File: config.mk
export PLATFORM = sky130hd
export DESIGN_NAME = multicycle_datapath
export DESIGN_NICKNAME = d
export VERILOG_FILES = /design/src/rtl/multicycle_datapath.sv
export SDC_FILE = /design/constraint.sdc
export NUM_CORES = 2
export LEC_CHECK = 0
export CAP_MARGIN = 20
export CELL_PAD_IN_SITES_DETAIL_PLACEMENT = 1
export CELL_PAD_IN_SITES_GLOBAL_PLACEMENT = 1
export CORE_MARGIN = 4
export CORE_UTILIZATION = 40
export DETAILED_ROUTE_END_ITERATION = 8
export PLACE_DENSITY = 0.65
export SLEW_MARGIN = 25
export SYNTH_ARGS = -nofsm -noshare
export SYNTH_HDL_FRONTEND = slang
export SYNTH_SLANG_ARGS = --single-unit
File: constraint.sdc
create_clock -name clk -period 3.6 [get_ports clk]
set_clock_uncertainty 0.05 [all_clocks]
set_input_delay 0.36 -clock clk [delete_from_list [all_inputs] [get_ports clk]]
set_output_delay 0.36 -clock clk [all_outputs]
set_load 0.1 [all_outputs]
File: src/rtl/multicycle_datapath.sv
// Multicycle MIPS-subset datapath: FETCH/DECODE/EXEC/MEM/WB controller sharing one memory port.
// Memory-side and status outputs are registered, computed from the next state each cycle.
module multicycle_datapath #(
  parameter int unsigned       ADDR_W   = 32,
  parameter logic [ADDR_W-1:0] RESET_PC = '0,
  parameter int unsigned       PC_STEP  = 4
) (
  input  logic              clk,
  input  logic              reset,
  output logic [ADDR_W-1:0] memory_addr,
  output logic              memory_rden,
  output logic              memory_wren,
  input  logic [31:0]       memory_read_val,
  output logic [31:0]       memory_write_val,
  input  logic              memory_response,
  output logic [5:0]        OpCode,
  output logic [2:0]        state,
  output logic              halted,
  output logic              retired
);

  localparam logic [5:0] OP_RTYPE = 6'h00;
  localparam logic [5:0] OP_J     = 6'h02;
  localparam logic [5:0] OP_BEQ   = 6'h04;
  localparam logic [5:0] OP_ADDI  = 6'h08;
  localparam logic [5:0] OP_LW    = 6'h23;
  localparam logic [5:0] OP_SW    = 6'h2B;
  localparam logic [5:0] OP_HALT  = 6'h3F;
  localparam logic [5:0] FN_ADD   = 6'h20;
  localparam logic [5:0] FN_SUB   = 6'h22;
  localparam logic [5:0] FN_AND   = 6'h24;
  localparam logic [5:0] FN_OR    = 6'h25;
  localparam logic [5:0] FN_SLT   = 6'h2A;

  typedef enum logic [2:0] {
    ST_FETCH  = 3'd0,
    ST_DECODE = 3'd1,
    ST_EXEC   = 3'd2,
    ST_MEM    = 3'd3,
    ST_WB     = 3'd4,
    ST_HALT   = 3'd5
  } state_t;

  state_t            state_q, state_d;
  logic [ADDR_W-1:0] pc_q, pc_d;
  logic [31:0]       ir_q, ir_d, a_q, a_d, b_q, b_d, imm_q, imm_d;
  logic [31:0]       alu_q, alu_d, mdr_q, mdr_d;
  logic [31:0]       regs [32];
  logic              rf_we;
  logic [4:0]        rf_wa;
  logic [31:0]       rf_wd;
  logic              rden_d, wren_d, halted_d, retired_d;
  logic [ADDR_W-1:0] addr_d;
  logic [31:0]       wval_d;
  logic [5:0]        op, funct;
  logic [4:0]        rs, rt, rd;
  logic              req_done, supported;
  logic [31:0]       br_off, j_tgt;

  assign op     = ir_q[31:26];
  assign rs     = ir_q[25:21];
  assign rt     = ir_q[20:16];
  assign rd     = ir_q[15:11];
  assign funct  = ir_q[5:0];
  assign br_off = imm_q * 32'(PC_STEP);
  assign j_tgt  = {6'd0, ir_q[25:0]} * 32'(PC_STEP);
  // A response only counts while one of our own requests is on the bus.
  assign req_done = memory_response && (memory_rden || memory_wren);

  assign OpCode = ir_q[31:26];
  assign state  = state_q;

  always_comb begin
    case (op)
      OP_RTYPE: supported = funct inside {FN_ADD, FN_SUB, FN_AND, FN_OR, FN_SLT};
      OP_J, OP_BEQ, OP_ADDI, OP_LW, OP_SW, OP_HALT: supported = 1'b1;
      default:  supported = 1'b0;
    endcase
  end

  // Next-state, datapath register updates and registered-output next values.
  always_comb begin
    state_d   = state_q;
    pc_d      = pc_q;
    ir_d      = ir_q;
    a_d       = a_q;
    b_d       = b_q;
    imm_d     = imm_q;
    alu_d     = alu_q;
    mdr_d     = mdr_q;
    rf_we     = 1'b0;
    rf_wa     = '0;
    rf_wd     = '0;
    retired_d = 1'b0;
    case (state_q)
      ST_FETCH: begin
        if (req_done) begin
          ir_d    = memory_read_val;
          pc_d    = pc_q + ADDR_W'(PC_STEP);
          state_d = ST_DECODE;
        end
      end
      ST_DECODE: begin
        a_d     = (rs == 5'd0) ? '0 : regs[rs];
        b_d     = (rt == 5'd0) ? '0 : regs[rt];
        imm_d   = {{16{ir_q[15]}}, ir_q[15:0]};
        state_d = supported ? ST_EXEC : ST_HALT;
      end
      ST_EXEC: begin
        case (op)
          OP_RTYPE: begin
            case (funct)
              FN_ADD:  alu_d = a_q + b_q;
              FN_SUB:  alu_d = a_q - b_q;
              FN_AND:  alu_d = a_q & b_q;
              FN_OR:   alu_d = a_q | b_q;
              default: alu_d = ($signed(a_q) < $signed(b_q)) ? 32'd1 : 32'd0;
            endcase
            state_d = ST_WB;
          end
          OP_ADDI: begin
            alu_d   = a_q + imm_q;
            state_d = ST_WB;
          end
          OP_LW, OP_SW: begin
            alu_d   = a_q + imm_q;
            state_d = ST_MEM;
          end
          OP_BEQ: begin
            if (a_q == b_q) pc_d = pc_q + ADDR_W'(br_off);
            retired_d = 1'b1;
            state_d   = ST_FETCH;
          end
          OP_J: begin
            pc_d      = ADDR_W'(j_tgt);
            retired_d = 1'b1;
            state_d   = ST_FETCH;
          end
          default: begin
            retired_d = 1'b1;
            state_d   = ST_HALT;
          end
        endcase
      end
      ST_MEM: begin
        if (req_done) begin
          if (op == OP_LW) begin
            mdr_d   = memory_read_val;
            state_d = ST_WB;
          end else begin
            retired_d = 1'b1;
            state_d   = ST_FETCH;
          end
        end
      end
      ST_WB: begin
        rf_we     = 1'b1;
        rf_wa     = (op == OP_RTYPE) ? rd : rt;
        rf_wd     = (op == OP_LW) ? mdr_q : alu_q;
        retired_d = 1'b1;
        state_d   = ST_FETCH;
      end
      ST_HALT: state_d = ST_HALT;
      default: state_d = ST_HALT;
    endcase

    rden_d   = (state_d == ST_FETCH) || ((state_d == ST_MEM) && (op == OP_LW));
    wren_d   = (state_d == ST_MEM) && (op == OP_SW);
    halted_d = (state_d == ST_HALT);
    addr_d   = '0;
    if (state_d == ST_FETCH)           addr_d = pc_d;
    else if (rden_d || wren_d)         addr_d = alu_d[ADDR_W-1:0];
    wval_d   = wren_d ? b_d : '0;
  end

  always_ff @(posedge clk or negedge reset) begin
    if (!reset) begin
      state_q          <= ST_FETCH;
      pc_q             <= RESET_PC;
      ir_q             <= '0;
      a_q              <= '0;
      b_q              <= '0;
      imm_q            <= '0;
      alu_q            <= '0;
      mdr_q            <= '0;
      memory_rden      <= 1'b0;
      memory_wren      <= 1'b0;
      memory_addr      <= '0;
      memory_write_val <= '0;
      halted           <= 1'b0;
      retired          <= 1'b0;
    end else begin
      state_q          <= state_d;
      pc_q             <= pc_d;
      ir_q             <= ir_d;
      a_q              <= a_d;
      b_q              <= b_d;
      imm_q            <= imm_d;
      alu_q            <= alu_d;
      mdr_q            <= mdr_d;
      memory_rden      <= rden_d;
      memory_wren      <= wren_d;
      memory_addr      <= addr_d;
      memory_write_val <= wval_d;
      halted           <= halted_d;
      retired          <= retired_d;
    end
  end

  // Register file; R0 is never written so it always reads zero.
  always_ff @(posedge clk or negedge reset) begin
    if (!reset) begin
      for (int i = 0; i < 32; i++) regs[i] <= '0;
    end else if (rf_we && (rf_wa != 5'd0)) begin
      regs[rf_wa] <= rf_wd;
    end
  end

endmodule

==> results.py <==
metrics = {
    "run_status": {
        "outcome": "completed",
    },
    "floorplan": {
        "coreArea_mm2": 0.178,
        "fp-row-count": 155,
        "die_extent_in_x_um": 431,
        "io_pins": 112,
        "die-area_mm2": 0.186,
        "initial_utilization_pct": 40.2,
        "die_height_um": 431,
    },
    "sta": {
        "worstMarginPinSlew_ns": 1.09,
        "max-slew-margin-rel_pct": 26.9,
        "period_minus_slack_ns": 3.60,
        "min_period_over_period_pct": 99.9,
        "hold_viol_final": 0,
        "postLayoutSetupSlackWorst_ns": 0.00448,
        "final-max-slew-violation-count": 0,
        "grt_setup_unrepaired": "true",
        "final-setup-viol-count": 0,
        "timing.fmax_mhz": 278,
    },
    "pwr": {
        "vdd_ir_drop_max_uv": 428,
        "leakagePower_nw": 36.9,
        "power.density_mw_per_mm2": 365,
        "finalPower_mw": 31.1,
    },
    "global_route": {
        "grt_use_total_pct": 31.6,
        "overflow": 0,
        "vias_in_the_first_global_route": 61800,
        "global_route_wire_length_before_repair_mm": 434,
        "antenna_found_initial": 15,
        "grt_max_degree": 103,
    },
    "critical_path": {
        "critical-path-slowest-cell": "sky130_fd_sc_hd__a221oi_1",
        "cp_data_arrival_time_ns": 4.23,
        "criticalPathCategory": "reg2reg",
        "crit_family": "compound AO/OA/AOI/OAI gates",
        "cp.required_ns": 4.24,
        "critPathCaptureType": "flop",
        "delay_of_the_slowest_cell_on_the_worst_path_ns": 0.70,
        "path_cells": "buf_12, buf_12, mux4_2, mux2_2, a221oi_1, o22ai_1, nor2b_1",
        "critPathMaxFanout": 32,
        "cp_num_buf_inv": 2,
        "critical_path.startpoint_type": "flop",
        "cpMostUsedCell": "sky130_fd_sc_hd__buf_12",
    },
    "synth": {
        "synth-compound-area-share_pct": 15.1,
        "syn-mean-instance-area_um2": 10.6,
        "synth_flop_cell": "sky130_fd_sc_hd__dfrtp_1",
        "yosys_register_bits": 1303,
        "syn_nets": 6950,
        "top_area_cells_in_the_synthesized_netlist": "sky130_fd_sc_hd__dfrtp_1 (45%), sky130_fd_sc_hd__mux4_2 (17%), sky130_fd_sc_hd__o21ai_0 (8.2%)",
        "synthesis.yosys.warnings": 0,
        "post_synth_instance_area_mm2": 0.0717,
        "yosys-mux-area-fraction_pct": 21.2,
        "synth_xor_xnor_area_share_pct": 0.928,
        "seq_area_frac_synth_pct": 45.5,
        "async_flop_share_pct": 100,
        "synth_top_cell_by_area": "sky130_fd_sc_hd__dfrtp_1",
        "synth_simple_gate_area_share_pct": 10.1,
        "yosys.area_share.adder_pct": 3.01,
        "synth.distinct_cells": 99,
        "synth_cells": 6745,
        "synth_enable_flop_cells": 0,
        "synth_top_family_by_area": "multiplexers",
        "synth.top_cell.area_share_pct": 45.5,
    },
    "job": {
        "drv.max_cap_violation_count": 0,
    },
    "place": {
        "detailed_place_hpwl_mm": 202,
        "place.port_buffers": 111,
        "weighted_congestion_reported_at_the_end_of_routability_driven_placement": 0.955,
        "placement.setup.worst_slack_ns": -0.281,
    },
    "drt": {
        "detail_route.drc_violations": 0,
        "drt_pre_antenna_iters": 5,
        "dr_total_vias": 59100,
        "route.final.wire_length_mm": 295,
        "detail_route.iter0.violations": 5346,
        "via_per_inst": 6.22,
        "antenna_violating_nets_post_route": 0,
        "wl_per_cell_um": 31.1,
    },
    "layout": {
        "fill_cells": 19000,
        "finish.net_count": 7222,
        "drive_above_1_share_pct": 24.1,
        "ff_latch_area_mm2": 0.0326,
        "multi_input_comb_area_mm2": 0.0369,
        "area.growth.synth_to_final_pct": 18.9,
    },
    "clocking": {
        "ctsHtreeMaxLevel": 4,
        "clkTransAtPathRegs_ns": 0.07,
        "numClockSinks": 1303,
        "tritoncts_clock_tree": "built",
        "clock-root-buffer": "sky130_fd_sc_hd__clkbuf_16",
        "cts.path.max_buffers": 3,
        "clk_latency_ns": 0.84,
        "numCtsBuffers": 153,
    },
    "hold_path": {
        "min-delay-path-class": "in2async",
    },
}
cell families (layout without fill, tap and decap cells):
kind of cell | after synthesis | in the layout
adder cells (fa/ha/maj) | 170 | 170
multiplexers | 817 | 817
AND/OR/NAND/NOR | 1747 | 1747
buffers and inverters | 740 | 1137
AO/OA/AOI/OAI | 1892 | 1892
XOR/XNOR | 76 | 76
other | 0 | 9
flip-flops | 1303 | 1303
per-stage QoR:
step | area, um^2 | TNS [ns] | instances | hold WS, ns | util (%)
after CTS | 84800 | 0 | 9490 | 0.0808 | 47.5
after detailed placement | 79600 | -2.99 | 9207 | 0.333 | 44.6
final | 85300 | 0 | 9506 | 0.105 | 47.8
after global placement | 79600 | -1.72 | 9207 | 0.327 | 44.6
after floorplan | 71700 | 0 | 6745 | 0.0144 | -
after global routing | 85300 | -0.223 | 9499 | 0.135 | 47.8
routing by layer:
layer  global-route usage (%)  vias to the layer above  share of wire [%]
met4                     12.5                        4                4.5
met5                        0                        -             0.0098
met3                     4.72                      607                5.9
met1                     42.6                    31300                 42
li1                         -                    25100                  -
met2                     51.6                     2134                 48
power by group:
part	internal (mW)	switching [mW]
combinational	0.0813	0.341
sequential	14.6	0
clock	9.24	6.84
cell usage in the layout, fill, tap and decap left out, drive strengths merged, types with 43 or more instances in the layout:
cell,count
nand3,55
mux2i,142
mux2,125
mux4,550
a211oi,43
o22ai,93
nor3,57
clkbuf,229
inv,130
nand2,1261
nor2,190
dfrtp,1303
buf,628
clkdlybuf4s50,106
ha,166
o21ai,1180
xnor2,55
a21oi,223
cells in the mapped netlist (12+ instances only):
library cell	count
sky130_fd_sc_hd__o21bai_1	24
sky130_fd_sc_hd__a31oi_1	27
sky130_fd_sc_hd__ha_1	166
sky130_fd_sc_hd__a21oi_1	222
sky130_fd_sc_hd__nor3_1	54
sky130_fd_sc_hd__o31ai_1	30
sky130_fd_sc_hd__mux4_2	550
sky130_fd_sc_hd__nand2_1	1261
sky130_fd_sc_hd__xor2_1	21
sky130_fd_sc_hd__nor2_1	189
sky130_fd_sc_hd__o221ai_1	33
sky130_fd_sc_hd__inv_1	121
sky130_fd_sc_hd__buf_1	37
sky130_fd_sc_hd__and3_1	35
sky130_fd_sc_hd__o22ai_1	93
sky130_fd_sc_hd__mux2_2	125
sky130_fd_sc_hd__mux2i_1	142
sky130_fd_sc_hd__nand2b_1	21
sky130_fd_sc_hd__nor2b_1	29
sky130_fd_sc_hd__nand3_1	55
sky130_fd_sc_hd__a21o_1	36
sky130_fd_sc_hd__buf_2	43
sky130_fd_sc_hd__o211ai_1	26
sky130_fd_sc_hd__a22o_1	32
sky130_fd_sc_hd__o21ai_0	1171
sky130_fd_sc_hd__dfrtp_1	1303
sky130_fd_sc_hd__clkbuf_1	515
sky130_fd_sc_hd__nand4_1	13
sky130_fd_sc_hd__a221oi_1	41
sky130_fd_sc_hd__xnor2_1	55
sky130_fd_sc_hd__a211oi_1	43
sky130_fd_sc_hd__a22oi_1	12
sky130_fd_sc_hd__or3_1	18
layout make-up:
cell class	count	share of cell area, %
Antenna cell	9	0.0264
Sequential cell	1303	38.3
Clock buffer	229	5.30
Multi-Input combinational cell	4702	43.3
Inverter	122	0.537
Clock inverter	51	0.691
Tap cell	2355	3.46
Timing Repair Buffer	735	8.40
sequential cells by signal, summed over array words and instances (netlist names), 16 cells and up:
signal / flops
regs: 1024
a_q: 32
alu_q: 32
b_q: 32
ir_q: 32
mdr_q: 32
memory_addr: 32
memory_write_val: 32
pc_q: 32
imm_q: 16
final timing paths:
| path | from | endpoint | slack (ns) | depth (start not counted) |
|---|---|---|---|---|
| worst max-delay path | ir_q[16]$_DFFE_PN0P_ | memory_write_val[12]$_DFF_PN0_ | 0.004 | 7 |
| worst min-delay path | reset | ir_q[28]$_DFFE_PN0P_ | 0.10 | 2 |
| worst max register to register | ir_q[16]$_DFFE_PN0P_ | memory_write_val[12]$_DFF_PN0_ | 0.004 | 7 |
| worst min register to register | regs[1006]$_DFFE_PN0P_ | regs[1006]$_DFFE_PN0P_ | 0.35 | 0 |
| max in group asynchronous | reset | regs[16]$_DFFE_PN0P_ | 2.16 | 4 |
| min in group clk | memory_read_val[8] | ir_q[8]$_DFFE_PN0P_ | 0.14 | 2 |
repair_timing:
item / 4_1_cts / 5_1_grt
setup endpoints to repair: 34 / 40
setup buffers: 2 / 7
pin swaps: 2 / 33
hold endpoints to repair: 135 / 0
hold buffers: 1 / 0
resized for setup: 29 / 89
No activity file was read; power rests on OpenSTA's default activity.
